## src/rtl/systolic_mac_pe_if.sv

```systemverilog
// Neighbour-facing bundle of one systolic MAC processing element.
// The slave side is the PE itself; the master side is whatever feeds it (upstream PE or controller).
interface systolic_mac_pe_if #(
    parameter int DATA_W = 8,
    parameter int ACC_W  = 20
);
    logic              mode;
    logic              in_valid;
    logic [DATA_W-1:0] in_a;
    logic [DATA_W-1:0] in_b;
    logic              w_load;
    logic [DATA_W-1:0] w_in;
    logic [ACC_W-1:0]  in_c;
    logic              in_c_valid;
    logic              acc_clr;
    logic              drain;
    logic              out_valid;
    logic [DATA_W-1:0] out_a;
    logic [DATA_W-1:0] out_b;
    logic [DATA_W-1:0] out_w;
    logic [ACC_W-1:0]  out_c;
    logic              out_c_valid;
    logic              sat;

    modport slave (
        input  mode, in_valid, in_a, in_b, w_load, w_in, in_c, in_c_valid, acc_clr, drain,
        output out_valid, out_a, out_b, out_w, out_c, out_c_valid, sat
    );

    modport master (
        output mode, in_valid, in_a, in_b, w_load, w_in, in_c, in_c_valid, acc_clr, drain,
        input  out_valid, out_a, out_b, out_w, out_c, out_c_valid, sat
    );
endinterface

```

## src/rtl/systolic_mac_pe.sv

```systemverilog
// Systolic-array MAC cell with runtime weight-stationary / output-stationary dataflow,
// daisy-chained weight load and optional saturating accumulation with a sticky overflow flag.
module systolic_mac_pe #(
    parameter int DATA_W = 8,
    parameter int ACC_W  = 20,
    parameter bit SAT_EN = 1'b1
) (
    input  logic                clk,
    input  logic                reset,
    systolic_mac_pe_if.slave    bus
);

    localparam int PROD_W = 2 * DATA_W;
    localparam logic [ACC_W-1:0] ACC_MAX = {1'b0, {(ACC_W-1){1'b1}}};
    localparam logic [ACC_W-1:0] ACC_MIN = {1'b1, {(ACC_W-1){1'b0}}};

    // Sum one guard bit wide; MSB of the result flags overflow, the rest is the clamped or wrapped sum.
    function automatic logic [ACC_W:0] add_sum(input logic [ACC_W-1:0] x, input logic [ACC_W-1:0] y);
        logic [ACC_W:0]   s;
        logic             ovf;
        logic [ACC_W-1:0] r;
        s   = {x[ACC_W-1], x} + {y[ACC_W-1], y};
        ovf = s[ACC_W] ^ s[ACC_W-1];
        if (!ovf) begin
            r = s[ACC_W-1:0];
        end else if (SAT_EN) begin
            r = s[ACC_W] ? ACC_MIN : ACC_MAX;
        end else begin
            r = s[ACC_W-1:0];
        end
        return {ovf, r};
    endfunction

    logic              out_valid_q, out_valid_d;
    logic [DATA_W-1:0] out_a_q, out_a_d;
    logic [DATA_W-1:0] out_b_q, out_b_d;
    logic [DATA_W-1:0] w_q, w_d;
    logic [ACC_W-1:0]  out_c_q, out_c_d;
    logic              out_c_valid_q, out_c_valid_d;
    logic [ACC_W-1:0]  acc_q, acc_d;
    logic              mode_q, mode_d;
    logic              sat_q, sat_d;

    logic [DATA_W-1:0] mul_b_s;
    logic [PROD_W-1:0] a_ext_s;
    logic [PROD_W-1:0] b_ext_s;
    logic [PROD_W-1:0] prod_s;
    logic [ACC_W-1:0]  prod_ext_s;
    logic [ACC_W-1:0]  ws_addend_s;
    logic [ACC_W:0]    ws_res_s;
    logic [ACC_W:0]    os_res_s;
    logic              mode_chg_s;

    // Signed product; the low PROD_W bits of the sign-extended operands' product are the exact result.
    always_comb begin
        if (bus.mode) begin
            mul_b_s = bus.in_b;
        end else begin
            mul_b_s = w_q;
        end
        a_ext_s    = {{DATA_W{bus.in_a[DATA_W-1]}}, bus.in_a};
        b_ext_s    = {{DATA_W{mul_b_s[DATA_W-1]}}, mul_b_s};
        prod_s     = a_ext_s * b_ext_s;
        prod_ext_s = {{(ACC_W-PROD_W){prod_s[PROD_W-1]}}, prod_s};
        if (bus.in_valid) begin
            ws_addend_s = prod_ext_s;
        end else begin
            ws_addend_s = {ACC_W{1'b0}};
        end
        ws_res_s   = add_sum(bus.in_c, ws_addend_s);
        os_res_s   = add_sum(acc_q, prod_ext_s);
        mode_chg_s = (bus.mode != mode_q);
    end

    // Next-state for the pass-through, weight, partial-sum chain, accumulator and overflow flag.
    always_comb begin
        out_valid_d   = bus.in_valid;
        out_a_d       = out_a_q;
        out_b_d       = out_b_q;
        w_d           = w_q;
        out_c_d       = out_c_q;
        out_c_valid_d = out_c_valid_q;
        acc_d         = acc_q;
        mode_d        = bus.mode;
        sat_d         = sat_q;

        if (bus.in_valid) begin
            out_a_d = bus.in_a;
            out_b_d = bus.in_b;
        end else begin
            out_a_d = out_a_q;
            out_b_d = out_b_q;
        end

        if (bus.w_load) begin
            w_d = bus.w_in;
        end else begin
            w_d = w_q;
        end

        if (!bus.mode) begin
            out_c_d       = ws_res_s[ACC_W-1:0];
            out_c_valid_d = bus.in_c_valid;
        end else if (bus.drain) begin
            // Drain takes precedence; a colliding in_c is dropped.
            out_c_d       = acc_q;
            out_c_valid_d = 1'b1;
        end else begin
            out_c_d       = bus.in_c;
            out_c_valid_d = bus.in_c_valid;
        end

        if (mode_chg_s) begin
            acc_d = {ACC_W{1'b0}};
        end else if (!bus.mode) begin
            acc_d = acc_q;
        end else if (bus.acc_clr && bus.in_valid) begin
            acc_d = prod_ext_s;
        end else if (bus.acc_clr) begin
            acc_d = {ACC_W{1'b0}};
        end else if (bus.in_valid) begin
            acc_d = os_res_s[ACC_W-1:0];
        end else begin
            acc_d = acc_q;
        end

        // acc_clr starts a new tile in either mode, but never masks an overflow raised this cycle.
        if (!bus.mode) begin
            sat_d = ws_res_s[ACC_W] | (sat_q & ~bus.acc_clr);
        end else if (!mode_chg_s && !bus.acc_clr && bus.in_valid) begin
            sat_d = os_res_s[ACC_W] | sat_q;
        end else begin
            sat_d = sat_q & ~bus.acc_clr;
        end
    end

    // State registers, cleared asynchronously.
    always_ff @(posedge clk or posedge reset) begin
        if (reset) begin
            out_valid_q   <= 1'b0;
            out_a_q       <= {DATA_W{1'b0}};
            out_b_q       <= {DATA_W{1'b0}};
            w_q           <= {DATA_W{1'b0}};
            out_c_q       <= {ACC_W{1'b0}};
            out_c_valid_q <= 1'b0;
            acc_q         <= {ACC_W{1'b0}};
            mode_q        <= 1'b0;
            sat_q         <= 1'b0;
        end else begin
            out_valid_q   <= out_valid_d;
            out_a_q       <= out_a_d;
            out_b_q       <= out_b_d;
            w_q           <= w_d;
            out_c_q       <= out_c_d;
            out_c_valid_q <= out_c_valid_d;
            acc_q         <= acc_d;
            mode_q        <= mode_d;
            sat_q         <= sat_d;
        end
    end

    assign bus.out_valid   = out_valid_q;
    assign bus.out_a       = out_a_q;
    assign bus.out_b       = out_b_q;
    assign bus.out_w       = w_q;
    assign bus.out_c       = out_c_q;
    assign bus.out_c_valid = out_c_valid_q;
    assign bus.sat         = sat_q;

endmodule
```

## src/flat_wrapper.sv

```systemverilog
// flat-port wrapper written by rule: the top's interface ports become plain ports
module systolic_mac_pe_flat 
#(
    parameter int DATA_W = 8,
    parameter int ACC_W  = 20,
    parameter bit SAT_EN = 1'b1
)
  (clk, reset, bus_mode, bus_in_valid, bus_in_a, bus_in_b, bus_w_load, bus_w_in, bus_in_c, bus_in_c_valid, bus_acc_clr, bus_drain, bus_out_valid, bus_out_a, bus_out_b, bus_out_w, bus_out_c, bus_out_c_valid, bus_sat);
  systolic_mac_pe_if #(.DATA_W(DATA_W), .ACC_W(ACC_W)) bus_i ();
  input  logic clk;
  input  logic reset;
  input wire logic [$bits(bus_i.mode)-1:0] bus_mode;
  input wire logic [$bits(bus_i.in_valid)-1:0] bus_in_valid;
  input wire logic [$bits(bus_i.in_a)-1:0] bus_in_a;
  input wire logic [$bits(bus_i.in_b)-1:0] bus_in_b;
  input wire logic [$bits(bus_i.w_load)-1:0] bus_w_load;
  input wire logic [$bits(bus_i.w_in)-1:0] bus_w_in;
  input wire logic [$bits(bus_i.in_c)-1:0] bus_in_c;
  input wire logic [$bits(bus_i.in_c_valid)-1:0] bus_in_c_valid;
  input wire logic [$bits(bus_i.acc_clr)-1:0] bus_acc_clr;
  input wire logic [$bits(bus_i.drain)-1:0] bus_drain;
  output wire logic [$bits(bus_i.out_valid)-1:0] bus_out_valid;
  output wire logic [$bits(bus_i.out_a)-1:0] bus_out_a;
  output wire logic [$bits(bus_i.out_b)-1:0] bus_out_b;
  output wire logic [$bits(bus_i.out_w)-1:0] bus_out_w;
  output wire logic [$bits(bus_i.out_c)-1:0] bus_out_c;
  output wire logic [$bits(bus_i.out_c_valid)-1:0] bus_out_c_valid;
  output wire logic [$bits(bus_i.sat)-1:0] bus_sat;
  assign bus_i.mode = bus_mode;
  assign bus_i.in_valid = bus_in_valid;
  assign bus_i.in_a = bus_in_a;
  assign bus_i.in_b = bus_in_b;
  assign bus_i.w_load = bus_w_load;
  assign bus_i.w_in = bus_w_in;
  assign bus_i.in_c = bus_in_c;
  assign bus_i.in_c_valid = bus_in_c_valid;
  assign bus_i.acc_clr = bus_acc_clr;
  assign bus_i.drain = bus_drain;
  assign bus_out_valid = bus_i.out_valid;
  assign bus_out_a = bus_i.out_a;
  assign bus_out_b = bus_i.out_b;
  assign bus_out_w = bus_i.out_w;
  assign bus_out_c = bus_i.out_c;
  assign bus_out_c_valid = bus_i.out_c_valid;
  assign bus_sat = bus_i.sat;
  systolic_mac_pe #(.DATA_W(DATA_W), .ACC_W(ACC_W), .SAT_EN(SAT_EN)) u_core (.clk(clk), .reset(reset), .bus(bus_i));
endmodule
```

## config.mk

```make
export PLATFORM = sky130hd
export DESIGN_NAME = systolic_mac_pe_flat
export DESIGN_NICKNAME = d
export VERILOG_FILES = /design/src/rtl/systolic_mac_pe_if.sv /design/src/rtl/systolic_mac_pe.sv /design/src/flat_wrapper.sv
export SDC_FILE = /design/constraint.sdc
export NUM_CORES = 1
export LEC_CHECK = 0
export ABC_AREA = 1
export ABC_CLOCK_PERIOD_IN_PS = 9500
export BUFFER_PORTS_ARGS = -buffer_cell sky130_fd_sc_hd__buf_2
export CORE_AREA = 2 2 117 119
export CTS_CLUSTER_SIZE = 28
export DETAILED_ROUTE_END_ITERATION = 16
export DIE_AREA = 0 0 119 121
export PLACE_DENSITY_LB_ADDON = 0.2
export SYNTH_ARGS = -nofsm -noshare
export SYNTH_HDL_FRONTEND = slang
export SYNTH_SLANG_ARGS = --single-unit
```

## constraint.sdc

```tcl
create_clock -name clk -period 9.5 [get_ports clk]
set_input_delay 1.9 -clock clk [delete_from_list [all_inputs] [get_ports clk]]
set_output_delay 1.9 -clock clk [all_outputs]
set_load 0.05 [all_outputs]
```

# Yosys cells after proc, flatten, opt, wreduce, memory -nomap -nowiden
# Index checks and enable logic that the tools add are counted.
# W data, S select, Z words.
dict set report word_totals {
  reg_bits 68
  elab_cells 44
  output_inout_bits 47
}
dict set report classes {
  n_bitwise 6
  addsub 2
  mux 17
  eq_ne 1
  n_mul 1
  n_reduce_logical 8
}
# cell n
set ops {}
lappend ops {{$mux W20} 12}
lappend ops {{$add A20 B16 Y21} 1}
lappend ops {{$add A20 B20 Y21} 1}
lappend ops {{$mul A8 B8 Y16} 1}
lappend ops {{$mux W8} 1}
lappend ops {{$mux W1} 4}
lappend ops {{$reduce_bool A4 Y1} 1}
lappend ops {{$logic_and A1 B1 Y1} 3}
lappend ops {{$logic_not A1 Y1} 2}
lappend ops {{$or A1 B1 Y1} 2}
lappend ops {{$reduce_and A2 Y1} 1}
lappend ops {{$reduce_bool A2 Y1} 1}
lappend ops {{$xor A1 B1 Y1} 2}
lappend ops {{$and A1 B1 Y1} 1}
lappend ops {{$ne A1 B1 Y1} 1}
lappend ops {{$not A1 Y1} 1}

# Longest topological paths before layout
dict set report depth {
  depth_word 10
  depth_mapped 40
  depth_no_buf 37
}

# Worst setup path before layout
# Ideal clock, no wire load.
dict set report synth_timing {
  path_type {input-to-reg}
  start {input port bus_mode}
  end {register u_core.acc_q[6]}
  setup_time_ns 0.122
  arrival_time_ns 8.268
  path_slack_ns 1.111
  path_stages 32
  required_ns 9.378
  cell_sequence {clkbuf_1 > clkinv_1 > clkbuf_1 > o21ai_1 > nor2_1 > fa_1 > inv_1 > fa_1 > inv_1 > fa_1 > inv_1 > fa_1 > inv_1 > ha_1 > a21oi_1 > o21ai_0 > a21o_1 > a21oi_1 > o21bai_1 > xor2_1 > inv_1 > ha_1 > a21oi_1 > o21ai_0 > a21oi_1 > nand3_1 > xor2_1 > nand2_1 > nand2_1 > inv_1 > nand2_1 > a32o_1}
}
dict set report synth_via {
  elab_chain_cells 10
}
# element line
set synth_rtl {}
lappend synth_rtl {{from (decl)} flat_wrapper.sv:12} ;# input wire logic [$bits(bus_i.mode)-1:0] bus_mode;
lappend synth_rtl {{$mux W8} systolic_mac_pe.sv:56} ;# if (bus.mode) begin
lappend synth_rtl {{$mul A8 B8 Y16} systolic_mac_pe.sv:63} ;# prod_s = a_ext_s * b_ext_s;
lappend synth_rtl {{$add A20 B16 Y21} systolic_mac_pe.sv:22} ;# s = {x[ACC_W-1], x} + {y[ACC_W-1], y};
lappend synth_rtl {{$mux W20 / $xor A1 B1 Y1 (equally long branches)} {systolic_mac_pe.sv:27, systolic_mac_pe.sv:23}}
lappend synth_rtl {{$mux W20} systolic_mac_pe.sv:24} ;# if (!ovf) begin
lappend synth_rtl {{$mux W20} systolic_mac_pe.sv:121} ;# end else if (bus.in_valid) begin
lappend synth_rtl {{$mux W20} systolic_mac_pe.sv:119} ;# end else if (bus.acc_clr) begin
lappend synth_rtl {{$mux W20} systolic_mac_pe.sv:117} ;# end else if (bus.acc_clr && bus.in_valid) begin
lappend synth_rtl {{$mux W20} systolic_mac_pe.sv:115} ;# end else if (!bus.mode) begin
lappend synth_rtl {{$mux W20} systolic_mac_pe.sv:113} ;# if (mode_chg_s) begin
lappend synth_rtl {{to (signal assigned)} systolic_mac_pe.sv:146} ;# acc_q <= {ACC_W{1'b0}};
lappend synth_rtl {{to (decl)} systolic_mac_pe.sv:40} ;# logic [ACC_W-1:0] acc_q, acc_d;
# Parallel ways exist; a longest one is shown, timed or not. The select of a mux whose other input is x is not followed.
# A chain may end at the register's enable or synchronous reset.

# Worst setup path in the final report
dict set report layout_timing {
  start {input port bus_mode}
  end {register u_core.acc_q[10]}
}
# Same word-level chain as after synthesis.

==> run metrics <==
CP arrival 8.77 ns; Ys Warns 0; Die Y-Extent 121 µm; clock sinks between 60 and 70; first-pass GRT wire length about 33000 µm; TritonCTS buffer count 9; run status finished, final reports clean; Finished Core Util about two thirds; final hold violations 0; clk_lat worst skew 0.34 ns; synthesized area per cell approximately 7.5 µm²; site row count 42; number of global-route vias before repair slightly above 7k; number of cells upsized or downsized after cts 0; Max Clock Freq ~120 MHz; DRC Markers 0; Die W roughly 120 µm; CTS tree built; vias per cell between 5 and 6; CP peak stage delay around 0.53 ns; drt first-iter violations around 570; GRT Residual Overflow 0; unrepaired setup endpoints after global routing no; MaxCap Viol Count 0; clk_skew around 0.0086 ns; DR WL/cell 14.7 µm; port bufs around 100; gpl congestion 0.930; Final ANT Viol Nets 0; ys async rst share 100%; Slew Viols, Final 0; crit path time final about 8.5 ns; final cell count without fillers about 1.3k; most used cell, CP inv_1; core footprint around 13000 µm²; via count ~7.1k; Most used DFF post-synth dfrtp_1; final WL 19300 µm; post-detail-place hpwl between 15000 and 20000 µm; starting density of the core about 60%; initial antenna violation count 0; worst slew pin tran slightly above 1 ns; Worst Setup Start Kind primary input; Clock Root Buffer clkbuf_16; Worst Path Required about 9.8 ns; ANT cells 0; sequential area share after synthesis between 20 and 25%; Post-synth EDFFs 0; mapped cell area 7730 µm²; Clock Path Buffers 2; Clk pin slew, worst setup/hold paths 0.06 ns; largest net degree at the start of global routing 69; Cells after DPL roughly 1.3k; most common cell after layout, fill and taps aside nand2_1; Die Footprint approximately 14000 µm²; postcts setup bufs 0; Net Count, Synth 1203; critical path class primary input to register; CTS Hold Bufs 0; io pins just under 100; slowest CP cell fa_1; Max-slew headroom between 30% and 40%; Area Growth Syn to Fin 13.1%; Setup TNS Final 0 ns; fraction of layout cells with a size suffix above 1 between 10% and 20%; synthesized netlist cell count about 1k; Crit. End Element register; Hold Path Class register to register; count of endpoints failing setup in the final report 0; number of distinct library cells after synthesis 46; most frequent cells in the layout 193 x nand2_1, 183 x inv_1, 98 x buf_2; period utilisation layout 89.7%; CP Max Fanout 12; H-tree depth 3; # nets final ~1.3k; all-layer global routing usage 28.5%; DRT Pass-1 Iters 5; flops & latches, synth 68
-- layout make-up --
class	count	area, µm²
fillers	1130	4340
multi-input cells	748	5230
well taps	176	220
inverters	191	717
clock inverters	7	81.3
repair buffers	109	573
flip-flops and latches	68	1700
clock buffers	9	225
-- kinds of logic (layout without fill, tap and decap cells) --
kind of cell	Yosys count	after routing	share of synthesized area (%)
buffers and inverters	210	316	10.4
adder cells (fa/ha/maj)	125	125	25.8
multiplexers	4	4	0.582
flip-flops	68	68	22.0
XOR/XNOR	43	43	4.87
AO/OA/AOI/OAI	195	195	14.2
AND/OR/NAND/NOR	381	381	22.2
-- sequential cells by signal, summed over array words and instances, names as in the netlist --
register / flops
u_core.bus.out_c_valid: 1
u_core.bus.out_b: 8
u_core.mode_q: 1
u_core.bus.out_c: 20
u_core.bus.sat: 1
u_core.bus.out_a: 8
u_core.acc_q: 20
u_core.bus.out_valid: 1
u_core.bus.out_w: 8
-- critical path: cells and delay by family --
kind / cells / cell delay (ns)
fa+ha+maj: 6 / 2.68
simple gates: 14 / 2.12
buf+inv: 10 / 1.22
compound gates: 4 / 0.60
xor+xnor: 1 / 0.23
-- worst paths after layout --
kind,start,end,slack [ns],cells after the start
hold reg to reg,u_core.bus.out_a[0],u_core.bus.out_a[0],0.47,2
setup reg to reg,u_core.bus.out_w[4],u_core.acc_q[10],2.61,32
hold / removal,u_core.bus.out_a[0],u_core.bus.out_a[0],0.47,2
setup / recovery,bus_mode,u_core.acc_q[10],0.98,35
min in group asynchronous,reset,u_core.bus.out_b[2],1.81,3
max in group asynchronous,reset,u_core.bus.out_c[15],7.13,3
-- per-layer routing --
metal,track usage [%],routed length [µm]
met1,37.5,8380
met2,48.9,9240
met3,3.10,1210
met4,9.97,449
met5,0,0
-- through the flow --
step	area, µm²	worst slack [ns]	hold WS (ns)
2_1_floorplan	7730	1.11	0.476
4_1_cts	8750	1.02	0.474
6_report	8750	0.980	0.467
3_5_place_dp	8440	0.710	0.458
3_3_place_gp	8440	0.760	0.452
5_1_grt	8750	0.379	0.493
-- synth_stat cells, types with 5 or more instances --
cell	n	area, µm²
o21bai_1	5	37.5
o21ai_1	7	35.0
or2_2	7	43.8
o211ai_1	8	60.1
xnor2_1	17	149
inv_1	184	691
nor3_1	6	30.0
nand2_1	193	724
o21ai_0	81	405
xor2_1	26	228
clkbuf_1	13	48.8
nand3_1	42	210
nor2_1	89	334
o22ai_1	5	31.3
nand2_2	13	81.3
nand4_1	6	37.5
ha_1	68	851
a21oi_1	66	330
dfrtp_1	68	1700
nand3_2	14	140
fa_1	57	1140
Power is left out: the tool's default activity adds up to more than one toggle a clock period on the data nets, which glitch-free logic cannot reach.
